### src/rtl/midi_pkg.sv
// Shared MIDI constants: line rate, real-time threshold, receiver states
// and the status nibbles the downstream message processor decodes.
package midi_pkg;

    localparam int MIDI_BAUD = 31250;
    localparam logic [7:0] MIDI_RT_MIN = 8'hF8;

    typedef logic [2:0] rx_state_t;

    localparam rx_state_t ST_IDLE  = 3'd0;
    localparam rx_state_t ST_START = 3'd1;
    localparam rx_state_t ST_DATA  = 3'd2;
    localparam rx_state_t ST_STOP  = 3'd3;
    localparam rx_state_t ST_BREAK = 3'd4;

    localparam logic [3:0] NOTE_OFF = 4'h8;
    localparam logic [3:0] NOTE_ON  = 4'h9;
    localparam logic [3:0] CTRL_CHG = 4'hB;

    function automatic logic is_realtime(input logic [7:0] b);
        return b >= MIDI_RT_MIN;
    endfunction

endpackage

### src/rtl/midi_uart_rx_if.sv
// Byte stream and status strobes from the MIDI receiver to the
// message processor; master is the receiver side.
interface midi_uart_rx_if;

    logic       byte_valid;
    logic [7:0] byte_data;
    logic       framing_error;
    logic       rx_busy;
    logic       rt_dropped;

    modport master (
        output byte_valid,
        output byte_data,
        output framing_error,
        output rx_busy,
        output rt_dropped
    );

    modport slave (
        input byte_valid,
        input byte_data,
        input framing_error,
        input rx_busy,
        input rt_dropped
    );

endinterface

### src/rtl/midi_rx_tick_gen.sv
// Oversample tick divider: counts 0..DIV-1 and pulses tick on the wrap;
// clear holds the count at zero so the bit grid can realign to an edge.
module midi_rx_tick_gen #(
    parameter int DIV = 100
) (
    input  logic clk,
    input  logic rst,
    input  logic clear,
    output logic tick
);

    localparam int W = (DIV > 1) ? $clog2(DIV) : 1;

    logic [W-1:0] cnt_q, cnt_d;

    assign tick = !clear && (cnt_q == W'(DIV - 1));

    always_comb begin
        cnt_d = cnt_q + 1'b1;
        if (clear || tick) cnt_d = '0;
    end

    always_ff @(posedge clk or posedge rst) begin
        if (rst) cnt_q <= '0;
        else     cnt_q <= cnt_d;
    end

endmodule

### src/rtl/midi_uart_rx.sv
// MIDI 8N1 receiver: synchronise the opto line, vote mid-bit samples,
// emit one strobe per frame (byte, framing error or dropped real-time).
module midi_uart_rx
    import midi_pkg::*;
#(
    parameter int CLK_FREQ_HZ   = 50_000_000,
    parameter int BAUD          = MIDI_BAUD,
    parameter int OVERSAMPLE    = 16,
    parameter int DROP_REALTIME = 1
) (
    input  logic           clk,
    input  logic           rst,
    input  logic           MIDI_RX,
    midi_uart_rx_if.master rx
);

    localparam int TICK_DIV = CLK_FREQ_HZ / (BAUD * OVERSAMPLE);
    localparam int SW = $clog2(OVERSAMPLE);
    localparam int BW = SW + 1;

    localparam logic [SW-1:0] SMP_A   = SW'(7);
    localparam logic [SW-1:0] SMP_B   = SW'(8);
    localparam logic [SW-1:0] SMP_V   = SW'(9);
    localparam logic [SW-1:0] SMP_PRE = SW'(2);

    logic            rx_m_q, rx_s_q, rx_p_q;
    rx_state_t       state_q, state_d;
    logic [SW-1:0]   sample_q, sample_d;
    logic [2:0]      bit_q, bit_d;
    logic [7:0]      shift_q, shift_d;
    logic [7:0]      data_q, data_d;
    logic            s7_q, s7_d, s8_q, s8_d;
    logic [BW-1:0]   brk_q, brk_d;
    logic            valid_q, valid_d;
    logic            ferr_q, ferr_d;
    logic            rtd_q, rtd_d;
    logic            tick, tick_clr, fall, vote, at_vote, in_frame;

    assign tick_clr = (state_q == ST_IDLE) ||
                      (state_q == ST_BREAK && !rx_s_q);

    midi_rx_tick_gen #(.DIV(TICK_DIV)) u_tick (
        .clk   (clk),
        .rst   (rst),
        .clear (tick_clr),
        .tick  (tick)
    );

    assign fall     = rx_p_q && !rx_s_q;
    assign vote     = (s7_q & s8_q) | (s7_q & rx_s_q) | (s8_q & rx_s_q);
    assign at_vote  = tick && (sample_q == SMP_V);
    assign in_frame = (state_q == ST_START) || (state_q == ST_DATA) ||
                      (state_q == ST_STOP);

    always_comb begin
        state_d  = state_q;
        sample_d = sample_q;
        bit_d    = bit_q;
        shift_d  = shift_q;
        data_d   = data_q;
        s7_d     = s7_q;
        s8_d     = s8_q;
        brk_d    = brk_q;
        valid_d  = 1'b0;
        ferr_d   = 1'b0;
        rtd_d    = 1'b0;

        if (in_frame && tick) begin
            sample_d = sample_q + 1'b1;
            if (sample_q == SMP_A) s7_d = rx_s_q;
            if (sample_q == SMP_B) s8_d = rx_s_q;
        end

        unique case (state_q)
            ST_IDLE: begin
                // The sync delay puts the edge two samples into the bit,
                // so preloading keeps the vote centred on the bit.
                if (fall) begin
                    state_d  = ST_START;
                    sample_d = SMP_PRE;
                end
            end
            ST_START: begin
                if (at_vote) begin
                    state_d = vote ? ST_IDLE : ST_DATA;
                    bit_d   = 3'd0;
                end
            end
            ST_DATA: begin
                if (at_vote) begin
                    shift_d = {vote, shift_q[7:1]};
                    bit_d   = bit_q + 1'b1;
                    if (bit_q == 3'd7) state_d = ST_STOP;
                end
            end
            ST_STOP: begin
                if (at_vote) begin
                    if (vote) begin
                        state_d = ST_IDLE;
                        if (DROP_REALTIME != 0 && is_realtime(shift_q)) begin
                            rtd_d = 1'b1;
                        end else begin
                            valid_d = 1'b1;
                            data_d  = shift_q;
                        end
                    end else begin
                        ferr_d  = 1'b1;
                        brk_d   = '0;
                        state_d = ST_BREAK;
                    end
                end
            end
            ST_BREAK: begin
                if (!rx_s_q)   brk_d = '0;
                else if (tick) brk_d = brk_q + 1'b1;
                if (brk_q == BW'(OVERSAMPLE)) state_d = ST_IDLE;
            end
            default: state_d = ST_IDLE;
        endcase
    end

    always_ff @(posedge clk or posedge rst) begin
        if (rst) begin
            rx_m_q   <= 1'b1;
            rx_s_q   <= 1'b1;
            rx_p_q   <= 1'b1;
            state_q  <= ST_IDLE;
            sample_q <= '0;
            bit_q    <= '0;
            shift_q  <= '0;
            data_q   <= '0;
            s7_q     <= 1'b1;
            s8_q     <= 1'b1;
            brk_q    <= '0;
            valid_q  <= 1'b0;
            ferr_q   <= 1'b0;
            rtd_q    <= 1'b0;
        end else begin
            rx_m_q   <= MIDI_RX;
            rx_s_q   <= rx_m_q;
            rx_p_q   <= rx_s_q;
            state_q  <= state_d;
            sample_q <= sample_d;
            bit_q    <= bit_d;
            shift_q  <= shift_d;
            data_q   <= data_d;
            s7_q     <= s7_d;
            s8_q     <= s8_d;
            brk_q    <= brk_d;
            valid_q  <= valid_d;
            ferr_q   <= ferr_d;
            rtd_q    <= rtd_d;
        end
    end

    assign rx.byte_valid    = valid_q;
    assign rx.byte_data     = data_q;
    assign rx.framing_error = ferr_q;
    assign rx.rt_dropped    = rtd_q;
    assign rx.rx_busy       = (state_q != ST_IDLE);

endmodule

### src/flat_wrapper.sv
// flat-port wrapper written by rule: the top's interface ports become plain ports
module midi_uart_rx_flat import midi_pkg::*;
#(
    parameter int CLK_FREQ_HZ   = 50_000_000,
    parameter int BAUD          = MIDI_BAUD,
    parameter int OVERSAMPLE    = 16,
    parameter int DROP_REALTIME = 1
)
  (clk, rst, MIDI_RX, rx_byte_valid, rx_byte_data, rx_framing_error, rx_rx_busy, rx_rt_dropped);
  midi_uart_rx_if rx_i ();
  input  logic clk;
  input  logic rst;
  input  logic MIDI_RX;
  output wire logic [$bits(rx_i.byte_valid)-1:0] rx_byte_valid;
  output wire logic [$bits(rx_i.byte_data)-1:0] rx_byte_data;
  output wire logic [$bits(rx_i.framing_error)-1:0] rx_framing_error;
  output wire logic [$bits(rx_i.rx_busy)-1:0] rx_rx_busy;
  output wire logic [$bits(rx_i.rt_dropped)-1:0] rx_rt_dropped;
  assign rx_byte_valid = rx_i.byte_valid;
  assign rx_byte_data = rx_i.byte_data;
  assign rx_framing_error = rx_i.framing_error;
  assign rx_rx_busy = rx_i.rx_busy;
  assign rx_rt_dropped = rx_i.rt_dropped;
  midi_uart_rx #(.CLK_FREQ_HZ(CLK_FREQ_HZ), .BAUD(BAUD), .OVERSAMPLE(OVERSAMPLE), .DROP_REALTIME(DROP_REALTIME)) u_core (.clk(clk), .rst(rst), .MIDI_RX(MIDI_RX), .rx(rx_i));
endmodule
### config.mk
export PLATFORM = sky130hd
export DESIGN_NAME = midi_uart_rx_flat
export DESIGN_NICKNAME = d
export VERILOG_FILES = /design/src/rtl/midi_pkg.sv /design/src/rtl/midi_uart_rx_if.sv /design/src/rtl/midi_rx_tick_gen.sv /design/src/rtl/midi_uart_rx.sv /design/src/flat_wrapper.sv
export SDC_FILE = /design/constraint.sdc
export NUM_CORES = 1
export LEC_CHECK = 0
export BUFFER_PORTS_ARGS = -buffer_cell sky130_fd_sc_hd__buf_2
export CAP_MARGIN = 5
export CORE_MARGIN = 2
export CORE_UTILIZATION = 55
export DETAILED_ROUTE_END_ITERATION = 12
export HOLD_SLACK_MARGIN = 0.08
export PLACE_DENSITY_LB_ADDON = 0.15
export SETUP_SLACK_MARGIN = 0.4
export SKIP_CTS_REPAIR_TIMING = 1
export SYNTH_ARGS = -nofsm -noshare
export SYNTH_HDL_FRONTEND = slang
export SYNTH_SLANG_ARGS = --single-unit
export TNS_END_PERCENT = 1
### constraint.sdc
create_clock -name clk -period 4.36 [get_ports clk]
set_input_delay 0.872 -clock clk [delete_from_list [all_inputs] [get_ports clk]]
set_output_delay 0.872 -clock clk [all_outputs]
set_load 0.03 [all_outputs]
==> flow_metrics.env <==
export IMPL_status="finished clean"
export IMPL_power_leakage_uw=0.00114
export IMPL_first_global_vias=1613
export IMPL_wl_per_cell_um=15.5
export IMPL_drt_total_wl_um=4180
export IMPL_fin_skew_ns=0.00985
export IMPL_async_flop_share_pct=100
export IMPL_drc=0
export IMPL_setup_tns_ns=0
export IMPL_cts_path_max_buffers=2
export IMPL_rsz0062_at_grt="no"
export IMPL_grt_usage_pct=21.5
export IMPL_ys_warn_count=0
export IMPL_slowest_stage="dfrtp_1"
export IMPL_finalCritPeriodShare_pct=61.3
export IMPL_stdcell_count=269
export IMPL_core_area_um2=3970
export IMPL_num_vias=1598
export IMPL_slowest_delay_ns=0.57
export IMPL_drv_cap=0
export IMPL_syn2layout_area_growth_pct=9.92
export IMPL_power_uw=936
export IMPL_cts_max_level=2
export IMPL_synthFlopType="dfrtp_1"
export IMPL_ir_drop_mv=0.240
export IMPL_synth_top_area_share_pct=45.7
export IMPL_synth_area_top_cells="dfrtp_1 46%, dfstp_2 5.8%, ha_1 4.5%"
export IMPL_cp_max_fo=18
export IMPL_grt_max_degree=47
export IMPL_hpwlAfterDp_um=2980
export IMPL_setup_viol=0
export IMPL_required_ns=3.49
export IMPL_initial_core_util_pct=56.6
export IMPL_die_area_um2=4610
export IMPL_root_buffer="clkbuf_8"
export IMPL_place_gp_congestion=0.867
export IMPL_drt_pass1_iterations=4
export IMPL_nNetsFinal=229
export IMPL_hold_viol=0
export IMPL_grt_first_pass_wirelength_um=7360
export IMPL_fmax_mhz=374
export IMPL_syn_num_nets=215
export IMPL_cts_buffers=5
export IMPL_arrival_ns=1.80
export IMPL_worst_pin_slew_ns=0.616
export IMPL_clk_pin_slew_ns=0.09
export IMPL_hp_class="reg -> reg"
export IMPL_crit_type="reg -> out"
export IMPL_synth_edf_count=0
export IMPL_insertion_delay_ns=0.31
export IMPL_io_pins=15
export IMPL_power_density_nw_per_um2=379
export IMPL_clock_sinks=46
export IMPL_cts_tree="yes"
export IMPL_synth_seq_cells=46
export IMPL_viasPerCell=5.94
export IMPL_die_w_um=67.9
export IMPL_drive_above_1_share_pct=19.2
export IMPL_postRouteAntennaNets=0
export IMPL_slew_headroom_pct=58.8
export IMPL_synth_cells=204
export IMPL_drtIter0Drc=134
export IMPL_avgSynthCellArea_um2=11.0
export IMPL_n_antenna_cell=0
export IMPL_die_h_um=67.9
export IMPL_netlist_area_um2=2250
export IMPL_worstPathCellList="nor2_1, nand2_1, buf_2"
export IMPL_yosysTopAreaCell="dfrtp_1"
export IMPL_antenna_found_initial=0
export IMPL_r2r_slack_ns=1.97
export IMPL_yosysSeqAreaShare_pct=51.5
export IMPL_dp_cells=261
export IMPL_end_kind="output port"
export IMPL_fin_crit_ns=2.67
export IMPL_num_rows=23
export IMPL_yosys_cell_types_count=54
export IMPL_drv_slew=0
export IMPL_start_kind="flip-flop"
export IMPL_numPortBuffers=14
export IMPL_grt_ovfl_total=0
[synth_stat cells, drive strengths merged (3+ instances only)]
library cell / count
inv: 15
mux2i: 5
nor2b: 3
nor4: 3
a21oi: 7
mux2: 10
and3: 4
nand2: 7
dfstp: 5
xnor2: 4
a31oi: 7
nor2: 20
o21ai: 3
clkbuf: 6
o221ai: 3
xor2: 3
and2: 3
o2bb2ai: 3
ha: 8
nand3: 9
dfrtp: 41
[kinds of logic (layout without fill, tap and decap cells)]
logic type | Yosys count | after routing | share of synthesized area [%]
simple gates | 68 | 68 | 18.2
xor+xnor | 7 | 7 | 2.73
fa+ha+maj | 9 | 9 | 4.90
mux | 15 | 15 | 7.24
flops | 46 | 46 | 51.5
buf+inv | 23 | 38 | 4.07
compound gates | 36 | 36 | 11.4
[critical path, delay by kind of cell (launching register included)]
family,cells,cell delay (ns)
and+or+nand+nor,2,0.70
buffers and inverters,1,0.22
DFF,1,0.57
[final timing paths]
kind / start / endpoint / cells past startpoint
setup / recovery: u_core.state_q[0]$_DFFE_PP0P_ / rx_rx_busy / 3
hold / removal: u_core.rx_m_q$_DFF_PP1_ / u_core.rx_s_q$_DFF_PP1_ / 0
setup reg to reg: u_core.sample_q[1]$_DFF_PP0_ / u_core.rx.byte_data[1]$_DFFE_PP0P_ / 6
hold reg to reg: u_core.rx_m_q$_DFF_PP1_ / u_core.rx_s_q$_DFF_PP1_ / 0
max in group asynchronous: rst / u_core.sample_q[0]$_DFF_PP0_ / 3
min in group asynchronous: rst / u_core.brk_q[4]$_DFFE_PP0P_ / 3
[placed cells by master, fill, tap and decap left out, types with 2 or more instances in the layout]
| cell type | instances |
|---|---|
| o41ai_1 | 2 |
| nor2_1 | 20 |
| xor2_1 | 3 |
| and2_0 | 2 |
| ha_1 | 8 |
| buf_2 | 14 |
| a22oi_1 | 2 |
| nor3_1 | 2 |
| dfrtp_1 | 41 |
| o221ai_1 | 3 |
| a21oi_1 | 7 |
| o21ai_0 | 3 |
| nand2_1 | 7 |
| inv_1 | 14 |
| dfstp_2 | 5 |
| o2bb2ai_1 | 3 |
| clkbuf_8 | 5 |
| nor2b_1 | 3 |
| nand4_1 | 2 |
| and3_1 | 4 |
| mux2_2 | 7 |
| mux2_1 | 3 |
| nand3_1 | 9 |
| or3_1 | 2 |
| a31oi_1 | 7 |
| mux2i_1 | 5 |
| nand3b_1 | 2 |
| xnor2_1 | 4 |
[layer usage]
metal  global-route usage [%]  share of wire (%)  wire length [µm]  up-vias
li1                         -                  -                 -      759
met1                     26.3                 43              1820      793
met2                     34.7                 50              2080       34
met3                     5.92                4.0               168       12
met4                     11.3                2.6               110        0
met5                        0                  0                 0        -
[registers in the layout, summed over array words and instances (netlist names), 3 cells and up]
register and count:
u_core.rx.byte_data 8, u_core.bit_q 3, u_core.shift_q 8, u_core.sample_q 4
u_core.brk_q 5, u_core.state_q 3, u_core.u_tick.cnt_q 7
[through the flow]
stage	instance area, µm²	utilization (%)	setup slack (ns)	hold WS (ns)
2_1_floorplan	2250	-	2.23	0.345
3_3_place_gp	2350	59.2	2.04	0.346
3_5_place_dp	2350	59.2	1.98	0.347
4_1_cts	2470	62.2	1.68	0.361
5_1_grt	2470	62.2	1.60	0.363
6_report	2470	62.2	1.69	0.360
[power breakdown]
group / internal (µW) / switching [µW] / leakage [µW]
Combinational: 46.4 / 58.4 / 0.000484
Sequential: 463 / 43.2 / 0.000604
Clock: 174 / 150 / 0.0000563
Total: 684 / 252 / 0.00114
[final cells by class]
class	count	area (µm²)
clock buffer	5	68.8
fill	320	1500
sequential	46	1160
timing repair buffer	15	77.6
inverter	15	56.3
tap	50	62.6
clock inverter	3	48.8
multi-input combinational	135	997
(Power assumes the default switching activity.)
